File: config.mk
export PLATFORM = sky130hd
export DESIGN_NAME = pc_fetch_ctrl
export DESIGN_NICKNAME = d
export VERILOG_FILES = /design/src/rtl/pc_ctrl_pkg.sv /design/src/rtl/pc_next_calc.sv /design/src/rtl/pc_fetch_ctrl.sv
export SDC_FILE = /design/constraint.sdc
export NUM_CORES = 1
export LEC_CHECK = 0
export CAP_MARGIN = 20
export CELL_PAD_IN_SITES_DETAIL_PLACEMENT = 1
export CELL_PAD_IN_SITES_GLOBAL_PLACEMENT = 1
export CORE_ASPECT_RATIO = 0.75
export CORE_MARGIN = 4
export CORE_UTILIZATION = 30
export DETAILED_ROUTE_END_ITERATION = 8
export MAX_ROUTING_LAYER = met4
export PLACE_DENSITY = 0.64
export RECOVER_POWER = 100
export SLEW_MARGIN = 20
export SYNTH_ARGS = -nofsm -noshare
export SYNTH_HDL_FRONTEND = slang
export SYNTH_SLANG_ARGS = --single-unit
File: constraint.sdc
create_clock -name clk -period 5.7 [get_ports clk]
set_clock_uncertainty 0.05 [all_clocks]
set_input_delay 1.14 -clock clk [delete_from_list [all_inputs] [get_ports clk]]
set_output_delay 1.14 -clock clk [all_outputs]
set_load 0.005 [all_outputs]
File: src/rtl/pc_ctrl_pkg.sv
// pc_ctrl_pkg -- shared state encoding, width defaults and helpers for the fetch sequencer.
// Rev 1.0
`default_nettype none

package pc_ctrl_pkg;

  localparam int STATE_W = 3;
  typedef logic [STATE_W-1:0] pc_state_t;

  localparam logic [2:0] ST_IDLE   = 3'd0;
  localparam logic [2:0] ST_REQ    = 3'd1;
  localparam logic [2:0] ST_WAIT   = 3'd2;
  localparam logic [2:0] ST_HOLD   = 3'd3;
  localparam logic [2:0] ST_HALTED = 3'd4;

  localparam int          PC_W_DEF     = 64;
  localparam int          INST_W_DEF   = 32;
  localparam logic [63:0] RESET_PC_DEF = 64'h0;

  // A transaction or an undelivered instruction is owned by the block.
  function automatic logic st_busy(input pc_state_t st);
    return (st == ST_REQ) || (st == ST_WAIT) || (st == ST_HOLD);
  endfunction

endpackage

`default_nettype wire

File: src/rtl/pc_next_calc.sv
// pc_next_calc -- combinational next-PC arithmetic: sequential increment and branch target.
// Rev 1.0
`default_nettype none

module pc_next_calc
  import pc_ctrl_pkg::*;
#(
  parameter int PC_W = PC_W_DEF
) (
  input  logic [PC_W-1:0] i_pc,
  input  logic [PC_W-1:0] i_inst_pc,
  input  logic            i_br_rel,
  input  logic [PC_W-1:0] i_br_target,
  output logic [PC_W-1:0] o_pc_inc,
  output logic [PC_W-1:0] o_br_tgt
);

  logic [PC_W-1:0] w_tgt_abs;
  logic [PC_W-1:0] w_tgt_rel;

  // All sums wrap modulo 2^PC_W; a negative offset is just its two's complement.
  assign o_pc_inc  = i_pc + PC_W'(1);
  assign w_tgt_abs = i_br_target;
  assign w_tgt_rel = i_inst_pc + i_br_target;
  assign o_br_tgt  = i_br_rel ? w_tgt_rel : w_tgt_abs;

endmodule

`default_nettype wire

File: src/rtl/pc_fetch_ctrl.sv
// pc_fetch_ctrl -- fetch sequencer owning the PC; single-outstanding imem handshake feeding decode.
// Rev 1.0
`default_nettype none

module pc_fetch_ctrl
  import pc_ctrl_pkg::*;
#(
  parameter int              PC_W     = PC_W_DEF,
  parameter int              INST_W   = INST_W_DEF,
  parameter logic [PC_W-1:0] RESET_PC = PC_W'(RESET_PC_DEF)
) (
  input  logic              clk,
  input  logic              rst_n,
  input  logic              i_start,
  input  logic              i_halt_req,
  input  logic              i_br_valid,
  input  logic              i_br_rel,
  input  logic [PC_W-1:0]   i_br_target,
  output logic              o_imem_req,
  output logic [PC_W-1:0]   o_imem_addr,
  input  logic              i_imem_gnt,
  input  logic              i_imem_rvalid,
  input  logic [INST_W-1:0] i_imem_rdata,
  output logic              o_inst_valid,
  input  logic              i_inst_ready,
  output logic [INST_W-1:0] o_inst_data,
  output logic [PC_W-1:0]   o_inst_pc,
  output logic              o_busy
);

  pc_state_t         r_state;
  logic [PC_W-1:0]   r_pc;
  logic              r_br_pend;
  logic [PC_W-1:0]   r_br_tgt;
  logic              r_halt_pend;
  logic              r_inst_valid;
  logic [INST_W-1:0] r_inst_data;
  logic [PC_W-1:0]   r_inst_pc;

  logic [PC_W-1:0]   w_pc_inc;
  logic [PC_W-1:0]   w_br_tgt;
  logic              w_redirect;
  logic [PC_W-1:0]   w_redir_tgt;
  logic              w_halt;

  pc_next_calc #(
    .PC_W (PC_W)
  ) u_next (
    .i_pc        (r_pc),
    .i_inst_pc   (r_inst_pc),
    .i_br_rel    (i_br_rel),
    .i_br_target (i_br_target),
    .o_pc_inc    (w_pc_inc),
    .o_br_tgt    (w_br_tgt)
  );

  // A redirect arriving in the same cycle as the response beats any older pending one.
  assign w_redirect  = i_br_valid | r_br_pend;
  assign w_redir_tgt = i_br_valid ? w_br_tgt : r_br_tgt;
  assign w_halt      = i_halt_req | r_halt_pend;

  always_ff @(posedge clk or negedge rst_n) begin
    if (!rst_n) begin
      r_state      <= ST_IDLE;
      r_pc         <= RESET_PC;
      r_br_pend    <= 1'b0;
      r_br_tgt     <= '0;
      r_halt_pend  <= 1'b0;
      r_inst_valid <= 1'b0;
      r_inst_data  <= '0;
      r_inst_pc    <= '0;
    end else begin
      case (r_state)
        ST_IDLE, ST_HALTED: begin
          if (i_br_valid) begin
            r_pc <= w_br_tgt;
          end
          if (i_start) begin
            r_state <= ST_REQ;
          end
        end

        ST_REQ: begin
          if (i_br_valid) begin
            r_br_pend <= 1'b1;
            r_br_tgt  <= w_br_tgt;
          end
          if (i_halt_req) begin
            r_halt_pend <= 1'b1;
          end
          if (i_imem_gnt) begin
            r_state <= ST_WAIT;
          end
        end

        ST_WAIT: begin
          if (i_imem_rvalid) begin
            if (w_redirect) begin
              // Response belongs to the old stream: drop it and refetch at the target.
              r_pc        <= w_redir_tgt;
              r_br_pend   <= 1'b0;
              r_halt_pend <= 1'b0;
              r_state     <= w_halt ? ST_HALTED : ST_REQ;
            end else begin
              r_inst_data  <= i_imem_rdata;
              r_inst_pc    <= r_pc;
              r_inst_valid <= 1'b1;
              r_pc         <= w_pc_inc;
              r_halt_pend  <= w_halt;
              r_state      <= ST_HOLD;
            end
          end else begin
            if (i_br_valid) begin
              r_br_pend <= 1'b1;
              r_br_tgt  <= w_br_tgt;
            end
            if (i_halt_req) begin
              r_halt_pend <= 1'b1;
            end
          end
        end

        ST_HOLD: begin
          if (i_br_valid || i_inst_ready) begin
            r_inst_valid <= 1'b0;
            if (i_br_valid) begin
              r_pc <= w_br_tgt;
            end
            r_br_pend   <= 1'b0;
            r_halt_pend <= 1'b0;
            r_state     <= w_halt ? ST_HALTED : ST_REQ;
          end else if (i_halt_req) begin
            r_halt_pend <= 1'b1;
          end
        end

        default: begin
          r_state <= ST_IDLE;
        end
      endcase
    end
  end

  assign o_imem_req   = (r_state == ST_REQ);
  assign o_imem_addr  = r_pc;
  assign o_inst_valid = r_inst_valid;
  assign o_inst_data  = r_inst_data;
  assign o_inst_pc    = r_inst_pc;
  assign o_busy       = st_busy(r_state);

endmodule

`default_nettype wire
# == Yosys cells after proc, flatten, opt, wreduce, memory -nomap -nowiden ==
# Cells that the tools add are included.
# word_totals
regBits,230
input_bits,105
out_inout_bits,163
elab_cells,68
# classes
add_sub_neg,2
eq_ne,11
n_mux,29
bitwise,3
n_reduce_logical,15
# ops
operator,count
2-to-1 mux 64 bit,7
one-hot mux 64 bit (3 select lines),1
one-hot mux 64 bit (2 select lines),1
"adder 64 x 1 -> 64 bit, second input constant",1
adder 64 bit,1
2-to-1 mux 3 bit,6
one-hot mux 3 bit (4 select lines),1
2-to-1 mux 1 bit,10
"!= test 2 bit, second input constant",5
AND reduction 3 bit,3
AND reduction 4 bit,2
"equality test 3 x 2 -> 1 bit, second input constant",2
one-hot mux 1 bit (3 select lines),2
nonzero test 3 bit,2
nonzero test 2 bit,2
"equality test 3 x 1 -> 1 bit, second input constant",1
"equality test 3 bit, second input constant",1
zero test 3 bit,1
logical OR 1 bit,3
"!= test 3 bit, second input constant",1
"!= test 2 x 1 -> 1 bit, second input constant",1
bitwise OR 1 bit,2
one-hot mux 1 bit (2 select lines),1
AND reduction 2 bit,1
2 further kinds,2

# == Longest topological paths before layout ==
# logic_depth
ltp_word,6
mapped_depth,12
ltp_nobuf,12

# == By module ==
# A second synthesis with hierarchy kept.
# hier_totals
cells_unflattened,1483
area_unflattened_um2,16353.2
# modules_own_cells
mod,instances,cells_each,area_each_um2,seq_area_each_um2
pc_fetch_ctrl,1,669,10695.3,5755.5
pc_next_calc,1,814,5657.9,0.0

# == Least setup slack after synthesis ==
# Ideal clock, no wire load.
# synth_path
path_kind,input port to flip-flop
startpoint,input i_br_target[0]
endpoint,"register r_pc[58], in the netlist o_imem_addr[58]"
setup_ns,0.126
t_arrival_ns,3.576
required_time_ns,5.524
slack_ns,1.948
path_stages,12
n_path_buf,0
cell_sequence,ha_1 fa_1 a211oi_1 o21a_1 nor4_1 o31a_1 o21ai_1 nor3b_4 nor2_1 a31oi_1 xnor2_1 a221o_1
# synth_between
elab_chain_len,6
word_cells_on_any_way,8
classes_between,add/sub (1); mux (7)
# synth_rtl
element,line_no,source
"start, declared",pc_fetch_ctrl.sv:18,"input logic [PC_W-1:0] i_br_target,"
adder 64 bit (*),pc_next_calc.sv:24,assign w_tgt_rel = i_inst_pc + i_br_target;
2-to-1 mux 64 bit (*),pc_next_calc.sv:25,assign o_br_tgt = i_br_rel ? w_tgt_rel : w_tgt_abs;
2-to-1 mux 64 bit,"pc_fetch_ctrl.sv:75, pc_fetch_ctrl.sv:126",
2-to-1 mux 64 bit,pc_fetch_ctrl.sv:98,if (w_redirect) begin
2-to-1 mux 64 bit,pc_fetch_ctrl.sv:97,if (i_imem_rvalid) begin
one-hot mux 64 bit (3 select lines) (*),pc_fetch_ctrl.sv:73,case (r_state)
"end signal, assigned",pc_fetch_ctrl.sv:76,r_pc <= w_br_tgt;
"end signal, assigned",pc_fetch_ctrl.sv:100,r_pc <= w_redir_tgt;
"end signal, assigned",pc_fetch_ctrl.sv:127,r_pc <= w_br_tgt;
"end, declared",pc_fetch_ctrl.sv:32,logic [PC_W-1:0] r_pc;
# Mark *: on every way between the ends. The rest lies on a longest branch, timed or not. The select of a mux whose other input is x is not followed.
# A chain may end at the register's enable or synchronous reset.

# == Worst setup path in the final report ==
# layout_path
startpoint,input i_br_target[1]
endpoint,register r_br_tgt[63]
# layout_between
elab_chain_len,5
# layout_rtl
element,line_no,source
adder 64 bit (*),pc_next_calc.sv:24,
2-to-1 mux 64 bit (*),pc_next_calc.sv:25,
2-to-1 mux 64 bit (*),"pc_fetch_ctrl.sv:84, pc_fetch_ctrl.sv:113",
2-to-1 mux 64 bit,pc_fetch_ctrl.sv:97,
one-hot mux 64 bit (2 select lines) (*),pc_fetch_ctrl.sv:73,
"end signal, assigned",pc_fetch_ctrl.sv:86,r_br_tgt <= w_br_tgt;
"end signal, assigned",pc_fetch_ctrl.sv:115,r_br_tgt <= w_br_tgt;
"end, declared",pc_fetch_ctrl.sv:34,logic [PC_W-1:0] r_br_tgt;
# Marked as above.

==> impl_summary.md <==
Clock network
In this run the number of H-tree levels came out at 1. The number of clock buffers added by TritonCTS is 27. The later-pin clock latency in the skew report is around 560 ps. CTS saw 230 sinks.

The cell sitting at the root of the clock tree is a sky130_fd_sc_hd__clkbuf_16. The maximum count of clock buffers along a single path is 3. The number of gates resized after CTS is 0. The CTS tree is done.

After clock tree synthesis, the flow added hold-fix buffers numbering 0. After clock tree synthesis, the clock-pin slew on the worst setup and hold paths is 70 ps. The post-CTS setup-driven buffer insertion count is 0.

Global routing
The number of global-route vias before repair is between 15,000 and 20,000. The first global-routing pass estimated about 95,000 µm of wire. The initial antenna violation count is 0. For this run the aggregate overflow at the end of global routing stands at 0. Entering global routing, the biggest net connects 100 pins. Global routing consumed, over all layers together, between 20% and 30% of the routing resources.

Die
The core region is between 50,000 and 60,000 µm². Measured along the x axis, the die boundary spans approximately 270 µm. For this design the top-level I/O count stands at 268. The initial utilization of the core area, before any placement, comes to between 30% and 40%. The die height is 207 µm. The die covers approximately 56,000 µm². In this run the core area contains 72 standard-cell rows.

Logic synthesis
The number of flip-flops and latches in the synthesized netlist is 230. A synthesized cell averages ~9.0 µm². The synthesized design spends more area on one cell type than any other, namely sky130_fd_sc_hd__dfrtp_1. The distinct cell type count of the synthesized netlist is around 100. The number of nets in the synthesized netlist is ~1,900. Counting every instance in the synthesized netlist gives 1,763. The most common flop cell mapped by yosys is sky130_fd_sc_hd__dfrtp_1.

The number of enable flip-flop cells after synthesis is 0. In the post-synthesis netlist, the biggest area contributors are sky130_fd_sc_hd__dfrtp_1 (36%), sky130_fd_sc_hd__mux2_2 (6.8%), sky130_fd_sc_hd__nand2_1 (5.6%). After synthesis, the largest area contributor takes up 36.5% of total cell area. The sequential area share after synthesis is between 30% and 40%. The count of synthesis-stage warnings from yosys is 0.

In this run the cell area of the synthesized design comes to approximately 16,000 µm². Of all flip-flops after synthesis, the portion carrying an async set or reset was 100%.

Layout
In the final layout, the multi-input gates occupy approximately 9400 µm². The area added between synthesis and finish is 25.5%. The total number of nets in the final design is ~2,100. Of the cells placed in the final design, the portion with a size suffix greater than 1 is roughly 9.7%.

Once layout is complete, the cells apart from fillers number between 2,000 and 3,000. The diode insertion count for antenna repair is 0. Registers take between 5000 and 6000 µm². The final-layout fill cell count is between 5,000 and 6,000.

Pwr
The leakage power summed over all cells is roughly 8.7 nW. Across the VDD grid, the largest voltage drop is approximately 0.24 mV. The power density over the cells is 551 nW/µm².

Setup path
The worst register-to-register path begins at r_br_pend. STA classifies the critical path startpoint as an input port. The nature of the critical path endpoint is a register. The endpoint arrival time on the critical path is approximately 5400 ps. The classification of the worst setup path is in -> reg. The worst flop-to-flop path endpoint is o_imem_addr[17]. For the worst flop-to-flop path, the logic depth is 6.

For flop-to-flop paths, the worst setup slack is between 1000 and 1500 ps. The data required time of the worst path is 6100 ps. The peak fanout along the critical path is 4.

Placement
The detailed-placement wirelength estimate is between 40,000 and 50,000 µm. Including well taps, the total number of placed cells is ~2,600. The congestion estimate from routability-driven global placement came to ~0.86. The number of input and output port buffers inserted is roughly 270.

Timing
Setup repair after global routing left no endpoint under its margin. The routed design could run at a clock period as short as 5040 ps. The tightest hold margin is approximately 430 ps. The final-layout setup total negative slack is 0 ps. The maximum operating frequency is a little under 200 MHz. The setup-violating endpoint count in the final report is 0. The final max-slew violation count was 266. The worst-margin pin slew is just over 3000 ps. In this run the tightest slew margin relative to its limit is -105%.

The number of failing hold endpoints at the final stage came to 0. The worst path uses about nine tenths of the clock period.

Hold path
The worst hold path terminates at r_br_tgt[2]. In this run the most critical hold path is launched from r_br_tgt[2]. The count of cells along the worst hold path is 2. The type of the most critical hold path is reg -> reg.

Detailed routing
The via count normalized by instance count is between 5 and 6. For this block, the initial DRC count from the detailed router was about 840. The first TritonRoute pass finished after 5 iterations. The average routed wire per standard cell is roughly 23 µm. The count of nets left with antenna violations once routing finished came out at 0.

After detailed routing, the number of remaining DRC violations is 0. The total wire length is a little over 60,000 µm. The detailed-route via count is roughly 15,000.

Run status
The checks that failed: capacitance limit, slew limit. The run finished, with violations left.

Run
Across the run, the number of max-cap violations was 5.
metrics by stage:
| stage | area, µm² | total power [mW] | utilization [%] | setup slack [ps] |
|---|---|---|---|---|
| after CTS | 20000 | 11.3 | 38.5 | 1220 |
| after global placement | 19000 | 9.17 | 36.7 | 709 |
| after global routing | 19800 | 11.8 | 38.2 | 487 |
| after floorplan | 15800 | 6.68 | - | 1950 |
| after detailed placement | 19000 | 9.35 | 36.7 | 638 |
| final | 19800 | 10.9 | 38.2 | 664 |
power breakdown:
part / switching [mW] / total, mW / leakage [nW] / internal, mW
combinational: 3.19 / 5.75 / 5.38 / 2.56
clock: 0.738 / 1.85 / 0.450 / 1.11
sequential: 0.908 / 3.31 / 2.86 / 2.40
total: 4.83 / 10.9 / 8.69 / 6.08
Yosys cell counts, drive strengths merged (5+ instances only):
| master | count |
|---|---|
| nor3b | 9 |
| nand2b | 11 |
| xnor2 | 43 |
| a21o | 32 |
| mux2i | 55 |
| nand2 | 236 |
| o21bai | 14 |
| xor2 | 39 |
| a211oi | 18 |
| and4 | 6 |
| a22o | 15 |
| ha | 64 |
| nand3 | 45 |
| a31oi | 20 |
| a22oi | 10 |
| o22ai | 11 |
| inv | 22 |
| nor2 | 105 |
| a221o | 5 |
| and3 | 35 |
| a211o | 5 |
| or3 | 9 |
| and2 | 8 |
| nor2b | 10 |
| o221ai | 6 |
| a221oi | 14 |
| a21oi | 145 |
| o21a | 9 |
| buf | 34 |
| dfrtp | 230 |
| o211ai | 19 |
| nor4 | 13 |
| nand4 | 25 |
| nor3 | 29 |
| o21ai | 185 |
| a41oi | 6 |
| mux2 | 98 |
| o31ai | 8 |
| clkbuf | 75 |
cell families (layout without fill, tap and decap cells):
logic type | after synthesis | count (layout) | share of synthesized area (%)
compound gates | 551 | 551 | 22.6
xor+xnor | 82 | 82 | 4.60
fa+ha+maj | 65 | 65 | 5.20
buf+inv | 131 | 360 | 3.88
flops | 230 | 230 | 36.5
mux | 153 | 153 | 10.5
simple gates | 551 | 551 | 16.8
flip-flops by register name, summed over array words and instances, names as in the netlist:
register	cells
o_imem_addr	64
r_halt_pend	1
o_inst_data	32
o_inst_valid	1
o_inst_pc	64
r_state	3
r_br_pend	1
r_br_tgt	64
cells in the final DEF, fill, tap and decap left out, types with 17 or more instances in the layout:
master / netlist / final
sky130_fd_sc_hd__a211oi_1: 16 / 17
sky130_fd_sc_hd__a21o_1: 29 / 29
sky130_fd_sc_hd__a21oi_1: 137 / 138
sky130_fd_sc_hd__a31oi_1: 19 / 20
sky130_fd_sc_hd__and3_1: 35 / 35
sky130_fd_sc_hd__clkbuf_16: 0 / 27
sky130_fd_sc_hd__clkdlybuf4s50_1: 0 / 99
sky130_fd_sc_hd__dfrtp_1: 230 / 230
sky130_fd_sc_hd__dlygate4sd3_1: 0 / 166
sky130_fd_sc_hd__ha_1: 64 / 64
sky130_fd_sc_hd__inv_1: 21 / 21
sky130_fd_sc_hd__mux2_2: 95 / 95
sky130_fd_sc_hd__mux2i_1: 55 / 55
sky130_fd_sc_hd__nand2_1: 234 / 233
sky130_fd_sc_hd__nand3_1: 44 / 44
sky130_fd_sc_hd__nand4_1: 23 / 23
sky130_fd_sc_hd__nor2_1: 103 / 103
sky130_fd_sc_hd__nor3_1: 27 / 27
sky130_fd_sc_hd__o211ai_1: 17 / 19
sky130_fd_sc_hd__o21ai_0: 162 / 174
sky130_fd_sc_hd__xnor2_1: 42 / 42
sky130_fd_sc_hd__xor2_1: 39 / 39
worst max-delay path: stages:
cell and delay (ps):
sky130_fd_sc_hd__dlygate4sd3_1 620, sky130_fd_sc_hd__ha_1 340, sky130_fd_sc_hd__a211oi_1 310, sky130_fd_sc_hd__o21ai_2 160, sky130_fd_sc_hd__o211ai_1 360, sky130_fd_sc_hd__o211ai_1 380
sky130_fd_sc_hd__a2111oi_0 1110, sky130_fd_sc_hd__o31ai_4 210, sky130_fd_sc_hd__a21oi_2 260, sky130_fd_sc_hd__xnor2_2 160, sky130_fd_sc_hd__mux2i_1 100, sky130_fd_sc_hd__a211o_1 270
routing by layer:
metal / up-vias / GRT usage [%] / share of wire (%)
met3: 59 / 2.82 / 5.3
met1: 7531 / 30.7 / 47
li1: 6883 / - / -
met2: 375 / 34.7 / 46
met5: - / - / 0
met4: 0 / 3.32 / 1.5
worst max path at each step:
stage,endpoint,cells after the start,startpoint
global placement,o_imem_addr[48],13,i_br_target[0]
detailed placement,o_imem_addr[48],13,i_br_target[0]
finish,r_br_tgt[63],12,i_br_target[1]
floorplan,o_imem_addr[58],12,i_br_target[0]
global route,o_imem_addr[63],12,i_br_target[1]
CTS,o_imem_addr[48],13,i_br_target[0]
area by class of cell:
cell class                 count  area share (%)
clock buffer                  39            3.89
clock inverter                 9           0.764
inverter                      22           0.417
multi-input combinational   1402            47.2
sequential                   230            29.1
tap                          703            4.44
timing repair buffer         290            14.2
No activity file was read; power rests on OpenSTA's default activity.
